===== src/rtl/ram_arbiter.sv =====
// -----------------------------------------------------------------------------
// ram_arbiter
//   Shares one single-port synchronous RAM between two requesters. Requester 0
//   is instruction fetch (read-only). Requester 1 is the load/store unit (read
//   or write). Every access walks IDLE -> ACCESS -> RESP, so mem_read and
//   mem_write are each high for exactly one cycle and are never high together.
//   The acked requester sees its result one cycle after the RESP edge.
//
// Ports
//   clk, reset_n          : clock (posedge) and asynchronous active-low reset
//   f_req/f_addr/f_ack    : fetch request, address, one-cycle completion pulse
//   d_req/d_we/d_addr/
//   d_wdata/d_ack         : data request, write enable, address, write data,
//                           one-cycle completion pulse
//   rdata                 : read data for the requester currently being acked
//   mem_read/mem_write/
//   mem_addr/mem_wdata    : registered RAM control, address and write data
//   mem_rdata             : RAM output, valid one cycle after the Read edge
//   busy                  : high in every state except IDLE
//   xfer_count            : completed transactions, wraps to zero
// -----------------------------------------------------------------------------
module ram_arbiter #(
  parameter int ADDR_W = 9,
  parameter int DATA_W = 32,
  parameter int CNT_W  = 16   // width of xfer_count; 16 in normal use
) (
  input  logic              clk,
  input  logic              reset_n,
  input  logic              f_req,
  input  logic [ADDR_W-1:0] f_addr,
  output logic              f_ack,
  input  logic              d_req,
  input  logic              d_we,
  input  logic [ADDR_W-1:0] d_addr,
  input  logic [DATA_W-1:0] d_wdata,
  output logic              d_ack,
  output logic [DATA_W-1:0] rdata,
  output logic              mem_read,
  output logic              mem_write,
  output logic [ADDR_W-1:0] mem_addr,
  output logic [DATA_W-1:0] mem_wdata,
  input  logic [DATA_W-1:0] mem_rdata,
  output logic              busy,
  output logic [CNT_W-1:0]  xfer_count
);

  typedef enum logic [1:0] {
    S_IDLE   = 2'd0,
    S_ACCESS = 2'd1,
    S_RESP   = 2'd2
  } state_t;

  localparam logic PORT_F = 1'b0;
  localparam logic PORT_D = 1'b1;

  state_t r_state;
  logic   r_gnt;        // port owning the current transaction
  logic   r_last_grant; // port served by the most recent completed transaction
  logic   r_we;         // latched write flag of the current transaction

  logic   w_any_req;
  logic   w_pick_d;

  // Round-robin: data wins only if fetch is idle or fetch was served last.
  // NOTE: every signal assigned in always_comb gets a default first so no
  // path through the block can leave it unassigned and infer a latch.
  always_comb begin
    w_any_req = f_req | d_req;
    w_pick_d  = 1'b0;
    if (d_req && (!f_req || (r_last_grant == PORT_F))) begin
      w_pick_d = 1'b1;
    end
  end

  assign busy = (r_state != S_IDLE);

  // NOTE: state is updated with non-blocking assignments so every register
  // samples the pre-edge value of every other register, as real flops do.
  // NOTE: all control and data outputs are reset asynchronously so an
  // abandoned transaction drops RAM strobes and acks immediately, not at the
  // next edge.
  always_ff @(posedge clk or negedge reset_n) begin
    if (!reset_n) begin
      r_state      <= S_IDLE;
      r_gnt        <= PORT_F;
      r_last_grant <= PORT_D;   // fetch wins the first tie after reset
      r_we         <= 1'b0;
      f_ack        <= 1'b0;
      d_ack        <= 1'b0;
      rdata        <= '0;
      mem_read     <= 1'b0;
      mem_write    <= 1'b0;
      mem_addr     <= '0;
      mem_wdata    <= '0;
      xfer_count   <= '0;
    end else begin
      // Acks are single-cycle pulses; only RESP raises one.
      f_ack <= 1'b0;
      d_ack <= 1'b0;

      case (r_state)
        S_IDLE: begin
          if (w_any_req) begin
            r_gnt <= w_pick_d ? PORT_D : PORT_F;
            if (w_pick_d) begin
              r_we      <= d_we;
              mem_addr  <= d_addr;
              mem_wdata <= d_wdata;
              mem_read  <= !d_we;
              mem_write <= d_we;
            end else begin
              r_we      <= 1'b0;
              mem_addr  <= f_addr;
              mem_read  <= 1'b1;
              mem_write <= 1'b0;
            end
            r_state <= S_ACCESS;
          end
        end

        // The RAM acts on the edge that ends this state; drop the strobes.
        S_ACCESS: begin
          mem_read  <= 1'b0;
          mem_write <= 1'b0;
          r_state   <= S_RESP;
        end

        S_RESP: begin
          if (!r_we) begin
            rdata <= mem_rdata;
          end
          if (r_gnt == PORT_D) begin
            d_ack <= 1'b1;
          end else begin
            f_ack <= 1'b1;
          end
          r_last_grant <= r_gnt;
          xfer_count   <= xfer_count + CNT_W'(1);
          r_state      <= S_IDLE;
        end

        default: begin
          r_state <= S_IDLE;
        end
      endcase
    end
  end

  // The RAM must never see Read and Write together.
  a_rw_exclusive: assert property (@(posedge clk) disable iff (!reset_n)
    !(mem_read && mem_write));

endmodule


===== config.mk =====
export PLATFORM = sky130hd
export DESIGN_NAME = ram_arbiter
export DESIGN_NICKNAME = d
export VERILOG_FILES = /design/src/rtl/ram_arbiter.sv
export SDC_FILE = /design/constraint.sdc
export NUM_CORES = 1
export LEC_CHECK = 0
export BUFFER_PORTS_ARGS = -buffer_cell sky130_fd_sc_hd__clkbuf_2
export CORE_MARGIN = 10
export CORE_UTILIZATION = 50
export CTS_CLUSTER_DIAMETER = 80
export CTS_CLUSTER_SIZE = 16
export DETAILED_ROUTE_END_ITERATION = 16
export GPL_TIMING_DRIVEN = 0
export PLACE_DENSITY_LB_ADDON = 0.2
export SETUP_SLACK_MARGIN = 0.02
export SYNTH_ARGS = -nofsm -noshare
export SYNTH_HDL_FRONTEND = slang
export SYNTH_SLANG_ARGS = --single-unit

===== constraint.sdc =====
create_clock -name clk -period 3 [get_ports clk]
set_input_delay 0.15 -clock clk [delete_from_list [all_inputs] [get_ports clk]]
set_output_delay 0.15 -clock clk [all_outputs]
set_load 0.05 [all_outputs]

==> impl_results.md, run 1 <==
- Fill cells: between 500 and 600
- Cell area after synthesis: 3830 µm²
- CP Capture Type: register
- Peak VDD IR: 755 µV
- Unique cell type count in the Yosys netlist: 30
- Core region area: between 7000 and 8000 µm²
- Reg area: roughly 2500 µm²
- Crit start category: register
- Period Utilization, post-route: 54.4%
- Setup TNS: 0 ps
- Post-synth top area share: 63.4%
- RePlAce Congestion: 0.725
- Drt initial violations: 66
- EDFF count, synth: 0
- Critical Path RT: 3240 ps
- Synth async-reset ratio: 100%
- Critical path class: reg2reg
- Synth top cells by count: 97 x dfrtp_1, 63 x mux2_2, 25 x nand2_1
- Ys flop type: dfrtp_1
- Initial Utilization: 52.2%
- GRT Residual Overflow: 0
- GRT Util Overall: between 10% and 20%
- Seq/Total Area, Yosys: ~64%
- Cells after Synth: 266
- Num rows: 31
- Leak: between 0.002 and 0.003 µW
- Vias per Instance: 4.79
- Vias in the first global route: slightly above 3000
- Drt wl/cell: 17.0 µm
- PD cells: 1350 nW/µm²
- First-pass GRT wire length: roughly 15000 µm
- ANT nets after route: 0
- DR DRC count: 0
- IO buf count: 180
- Post-CTS Setup Inserts: 0
- P&R area growth vs syn: 34.7%
- Clock Pin Slew Worst Setup and Hold Paths: 90 ps
- Die area: 11600 µm²
- YS warnings: 0
- Hold Fails Final Rpt: 0
- Slew of the pin with the lowest slew margin: 638 ps
- CTS Buf Count: 9
- Yosys reg bits: 98
- Skew-Pair Late Insertion Delay: 360 ps
- Syn Area/Cell: approximately 14 µm²
- Synth top area cells: dfrtp_1 63%, mux2_2 19%, xnor2_1 3.0%, nand2_1 2.5%, mux2i_1 2.4%
- DRT Wirelength: 9680 µm
- Non-Filler Instances: 569
- Crit-path leading delay family: flip-flops
- Post-layout min period: between 1500 and 2000 ps
- Syn nets: around 350
- Pins over their slew limit: 0
- Final setup vio count: 0
- Crit path buf inv count: 2
- Multi-input combinational cell area: 1300 µm²
- Status: finished, final reports clean
- Post-Place Cells: 546
- CP peak stage delay: approximately 400 ps
- Dominant cell by count in the synthesized netlist: dfrtp_1
- Die Ht: around 110 µm
- Arrival @ worst endpoint: 1870 ps
- Worst Clk Skew: between 7 and 8 ps
- Layout cells sized above 1: 57.9%
- Initial antenna violation count: 0
- N_diodes: 0
- Fin nets: around 550
- Vias: 2728
- Worst-path cell chain: nand2b_1, buf_6, nor2_2, buf_4, mux2_2
- # hold bufs at CTS: 5
- FMAX: roughly 610 MHz
- CP max FO: 10
- Max-slew headroom: 57.5%
- RSZ-0062 raised after global routing: no
- Post_cts resized: 0
- Worst Hold Class: in2reg
- # IOs: 181
- Depth of the CTS H-tree: 3
- Clk buf depth: 2
- Clk sinks: 98
- Hpwl dp: 7630 µm
- Largest net degree at the start of global routing: 56
- DRT Pass-1 Iters: 4
- Top cell type by total area after synthesis: dfrtp_1
- Clock tree from TritonCTS: done
- Die Span X: 107 µm
- Crit-path slowest cell: dfrtp_1
- CTS Root Cell: clkbuf_8
- Max-cap violations: 0
final timing paths:
path                            slack [ps]   startpoint  depth (start not counted)            end
worst max-delay path                  1370   r_state[0]                          5      rdata[21]
worst min-delay path                    20  d_wdata[29]                          2  mem_wdata[29]
worst max register to register        1370   r_state[0]                          5      rdata[21]
worst min register to register         450        r_gnt                          1          f_ack
max in group asynchronous             1900      reset_n                          3   r_last_grant
min in group asynchronous              370      reset_n                          2       rdata[6]
flip-flops by register name (all words and copies together) (netlist names):
name          count
mem_write         1
r_state           2
mem_addr          9
xfer_count       16
r_we              1
r_last_grant      1
mem_wdata        32
r_gnt             1
d_ack             1
mem_read          1
rdata            32
f_ack             1
layer usage:
metal	GRT usage [%]	vias up	wire length [µm]
li1	-	1310	-
met4	6.11	0	138
met2	29.7	96	5130
met1	17.3	1312	3500
met5	0	-	0
met3	7.78	10	911
metrics by stage:
| stage | cell area (µm²) | util, % | hold slack, ps | power (µW) | setup WS (ps) |
|---|---|---|---|---|---|
| final | 5150 | 70.3 | 16.0 | 6960 | 1370 |
| after CTS | 5120 | 69.9 | 0.0253 | 7050 | 1360 |
| after global placement | 4850 | 66.2 | 371 | 6090 | 581 |
| after global routing | 5150 | 70.3 | 1.03 | 7330 | 1270 |
| after detailed placement | 4880 | 66.6 | 233 | 6200 | 1350 |
| after floorplan | 3830 | - | -146 | 5200 | 1300 |
cell type report:
| type | instances | share of cell area, % |
|---|---|---|
| clock buffers | 10 | 2.67 |
| multi-input cells | 154 | 25.2 |
| flip-flops and latches | 98 | 47.6 |
| plain buffers | 11 | 1.26 |
| inverters | 3 | 0.218 |
| repair buffers | 189 | 19.6 |
| well taps | 99 | 2.40 |
| clock inverters | 5 | 1.07 |
cell families after synthesis:
kind of cell    share of synthesized area, %
compound gates                          2.16
fa+ha+maj                              0.327
flops                                   64.1
buf+inv                                 1.99
xor+xnor                                3.43
mux                                     21.2
simple gates                            6.77
worst register-to-register path, delay by kind of cell (launching register included):
kind,cells,cell delay (ps)
mux,1,350
simple gates,2,380
flops,1,400
buf+inv,2,380
layout by cell type (no fill, tap or decap), types with 2 or more instances in the layout:
master,synthesis,layout
and2_1,2,2
and3_1,6,6
buf_2,4,4
buf_4,3,3
clkbuf_1,3,3
clkbuf_2,0,179
clkbuf_8,0,10
clkinv_2,0,2
clkinvlp_4,0,2
dfrtp_1,97,97
dlygate4sd3_1,0,8
inv_1,3,3
mux2_2,63,63
mux2i_1,9,9
nand2_1,25,25
nand2b_1,2,2
nand3_1,6,6
nand4_1,4,4
nor2_1,2,2
o21ai_0,9,9
xnor2_1,13,13
xor2_1,2,2
power breakdown:
group          switching, µW  internal [µW]  leakage, µW
Sequential               317           1920      0.00119
Combinational           2810           1060      0.00138
Clock                    441            401    0.0000941
(Power assumes the default switching activity.)
==> run 2: changes to the inputs <==
--- a/config.mk
+++ b/config.mk
@@ -5,9 +5,10 @@
 export SDC_FILE = /design/constraint.sdc
 export NUM_CORES = 1
 export LEC_CHECK = 0
+export ABC_AREA = 1
 export BUFFER_PORTS_ARGS = -buffer_cell sky130_fd_sc_hd__clkbuf_2
 export CORE_MARGIN = 10
-export CORE_UTILIZATION = 50
+export CORE_UTILIZATION = 42
 export CTS_CLUSTER_DIAMETER = 80
 export CTS_CLUSTER_SIZE = 16
 export DETAILED_ROUTE_END_ITERATION = 16
==> constraint.sdc (replaced) <==
create_clock -name clk -period 1.4 [get_ports clk]
set_input_delay 0.07 -clock clk [delete_from_list [all_inputs] [get_ports clk]]
set_output_delay 0.07 -clock clk [all_outputs]
set_load 0.05 [all_outputs]
==> run 2 against run 1 <==
Net effect:
- clock skew grew 2.0 ps
- non-clock buffer count grew 95
- synthesized area rose by 5.3%
- flip-flop and latch count unchanged
- register-to-register slack got worse by 1300 ps
- setup slack got worse by 1300 ps
- largest power group unchanged
==> impl_results.md, run 2 <==
- Status: finished, final reports clean
- Crit start category: register
- Final setup vio count: 0
- GRT Util Overall: 18.0%
- Fin nets: ~820
- Die Ht: approximately 120 µm
- Vias in the first global route: 4152
- Largest net degree at the start of global routing: 67
- Reg-to-Reg Start: r_last_grant
- Hold Fails Final Rpt: 0
- P&R area growth vs syn: 57.4%
- DRT Pass-1 Iters: 5
- IO buf count: 180
- Vias per Instance: 4.71
- Max-cap violations: 0
- Synth top area cells: dfrtp_1 60%, nand2_1 16%, nand3_1 8.9%, nor2_1 2.3%, o21ai_1 1.9%
- Cells after Synth: 446
- Crit path launch: r_state[0]
- Pre-CTS setup slack: -60.2 ps
- Synth Area in Simple Gates: 29.6%
- Critical path class: reg2out
- Initial Utilization: ~43%
- Clk sinks: 98
- Clock tree from TritonCTS: done
- EDFF count, synth: 0
- CP max FO: 5
- Num rows: 35
- Clock Pin Slew Worst Setup and Hold Paths: ~90 ps
- Cell area after synthesis: 4030 µm²
- Final Total Pwr: around 16000 µW
- Ys flop type: dfrtp_1
- CTS Root Cell: clkbuf_8
- Layout cells sized above 1: around a third
- Synth Area in Compound Gates: 3.01%
- Dominant cell by count in the synthesized netlist: nand2_1
- Fill cells: ~720
- N_diodes: 0
- Non-Filler Instances: roughly 870
- Worst Clk Skew: 10.0 ps
- Drt initial violations: 228
- Reg2reg setup slack: 100 ps
- ANT nets after route: 0
- Core region area: 9280 µm²
- Vias: roughly 4000
- Pins over their slew limit: 0
- Worst Reg-to-Reg Cells: 6
- Seq/Total Area, Yosys: 60.9%
- Synth async-reset ratio: 100%
- Skew-Pair Late Insertion Delay: 360 ps
- CP Capture Type: primary output
- CTS Buf Count: 9
- # IOs: 181
- Synth top cells by count: 167 x nand2_1, 97 x dfrtp_1, 72 x nand3_1
- Post-Place Cells: 756
- Mux cell area share after synthesis: 0%
- RSZ-0062 raised after global routing: yes
- Unique cell type count in the Yosys netlist: 25
- Yosys reg bits: 98
- DR DRC count: 0
- Most common cell after layout, fill and taps aside: clkbuf_2
- Post-layout min period: 1300 ps
- Syn Area/Cell: 9.03 µm²
- Depth of the CTS H-tree: 3
- GRT Residual Overflow: 0
- Top cell type by total area after synthesis: dfrtp_1
- DRT Wirelength: between 10000 and 15000 µm
- Leak: 0.00344 µW
- Syn nets: 534
- Worst Hold Class: in2reg
- YS warnings: 0
- Peak VDD IR: 1790 µV
- Clk buf depth: 2
- Top flop regs: mem_wdata x32, rdata x32, xfer_count x16
- Drt wl/cell: ~15 µm
- Period Utilization, post-route: 93.0%
- Initial antenna violation count: 0
- Die Span X: 118 µm
- Area share of xor/xnor cells in the synthesized design: 2.17%
- RePlAce Congestion: 0.785
- Most frequent cells in the layout: 182 x clkbuf_2, 166 x nand2_1, 87 x dfrtp_1
- CP endpoint: busy
- First-pass GRT wire length: approximately 21000 µm
- Hpwl dp: 8600 µm
- Combinational family with the most area after synthesis: simple AND/OR/NAND/NOR gates
- Post-synth top area share: roughly three fifths
- Final worst setup slack: 98.1 ps
- Critical Path RT: approximately 1300 ps
- Slew of the pin with the lowest slew margin: 481 ps
- FMAX: 768 MHz
- Adder-cell share of the synthesized area: 0.311%
- Arrival @ worst endpoint: 1230 ps
- Max-slew headroom: 67.9%
- Reg2reg end: mem_addr[6]
- PD cells: 2490 nW/µm²
- Die area: about 14000 µm²
-- run 2: final cells by class --
type / instances / area, µm² / area share [%]
well taps: 129 / 161 / 2.55
plain buffers: 21 / 149 / 2.35
clock buffers: 12 / 155 / 2.45
inverters: 15 / 61.3 / 0.967
flip-flops and latches: 98 / 2470 / 38.9
multi-input cells: 312 / 1450 / 22.9
clock inverters: 4 / 50.0 / 0.789
repair buffers: 274 / 1850 / 29.1
-- run 2: power by group --
part | internal (µW) | switching (µW) | total, µW
Sequential | 4070 | 730 | 4800
Combinational | 2310 | 6760 | 9070
Clock | 923 | 975 | 1900
-- run 2: worst min-delay path by stage --
stage | from | to | slack, ps | cells after the start
CTS | f_addr[6] | mem_addr[6] | 3 | 3
detailed placement | reset_n | xfer_count[10] | 80 | 1
global placement | d_wdata[1] | mem_wdata[1] | 300 | 3
global route | f_addr[6] | mem_addr[6] | 20 | 3
finish | f_addr[6] | mem_addr[6] | 20 | 3
floorplan | reset_n | d_ack | -230 | 0
-- run 2: layer usage --
layer	GRT usage [%]	routed length (µm)	part of all wire, %	up-vias
li1	-	-	-	1992
met1	21.6	5470	42	1920
met2	29.9	6210	48	141
met3	6.24	1060	8.2	18
met4	5.18	193	1.5	0
met5	0	0	0	-
-- run 2: critical path, stage by stage (launching register included) --
cell and delay (ps):
dfrtp_1 410, nor2_4 160, buf_8 130, inv_2 40, buf_8 140
-- run 2: through the flow --
step	hold slack [ps]	area (µm²)	util [%]	setup TNS, ps
floorplan	-226	4060	-	-18.7
global placement	300	5130	55.2	-100520
detailed placement	84.6	5160	55.5	-478
CTS	3.09	6230	67.2	-0.790
global route	18.4	6340	68.3	0
finish	23.2	6340	68.3	0
-- run 2: cells by family (layout without fill, tap and decap cells) --
group,after synthesis,in the layout
simple gates,278,278
flops,98,98
buf+inv,36,326
compound gates,23,23
xor+xnor,10,10
fa+ha+maj,1,1
-- run 2: what timing repair did --
action / in CTS / in global routing
hold buffers: 82 / 0
endpoints found under the setup margin: 47 / 74
gates resized for setup: 14 / 18
hold endpoints to repair: 106 / 0
pin swaps: 1 / 2
setup buffers: 2 / 9
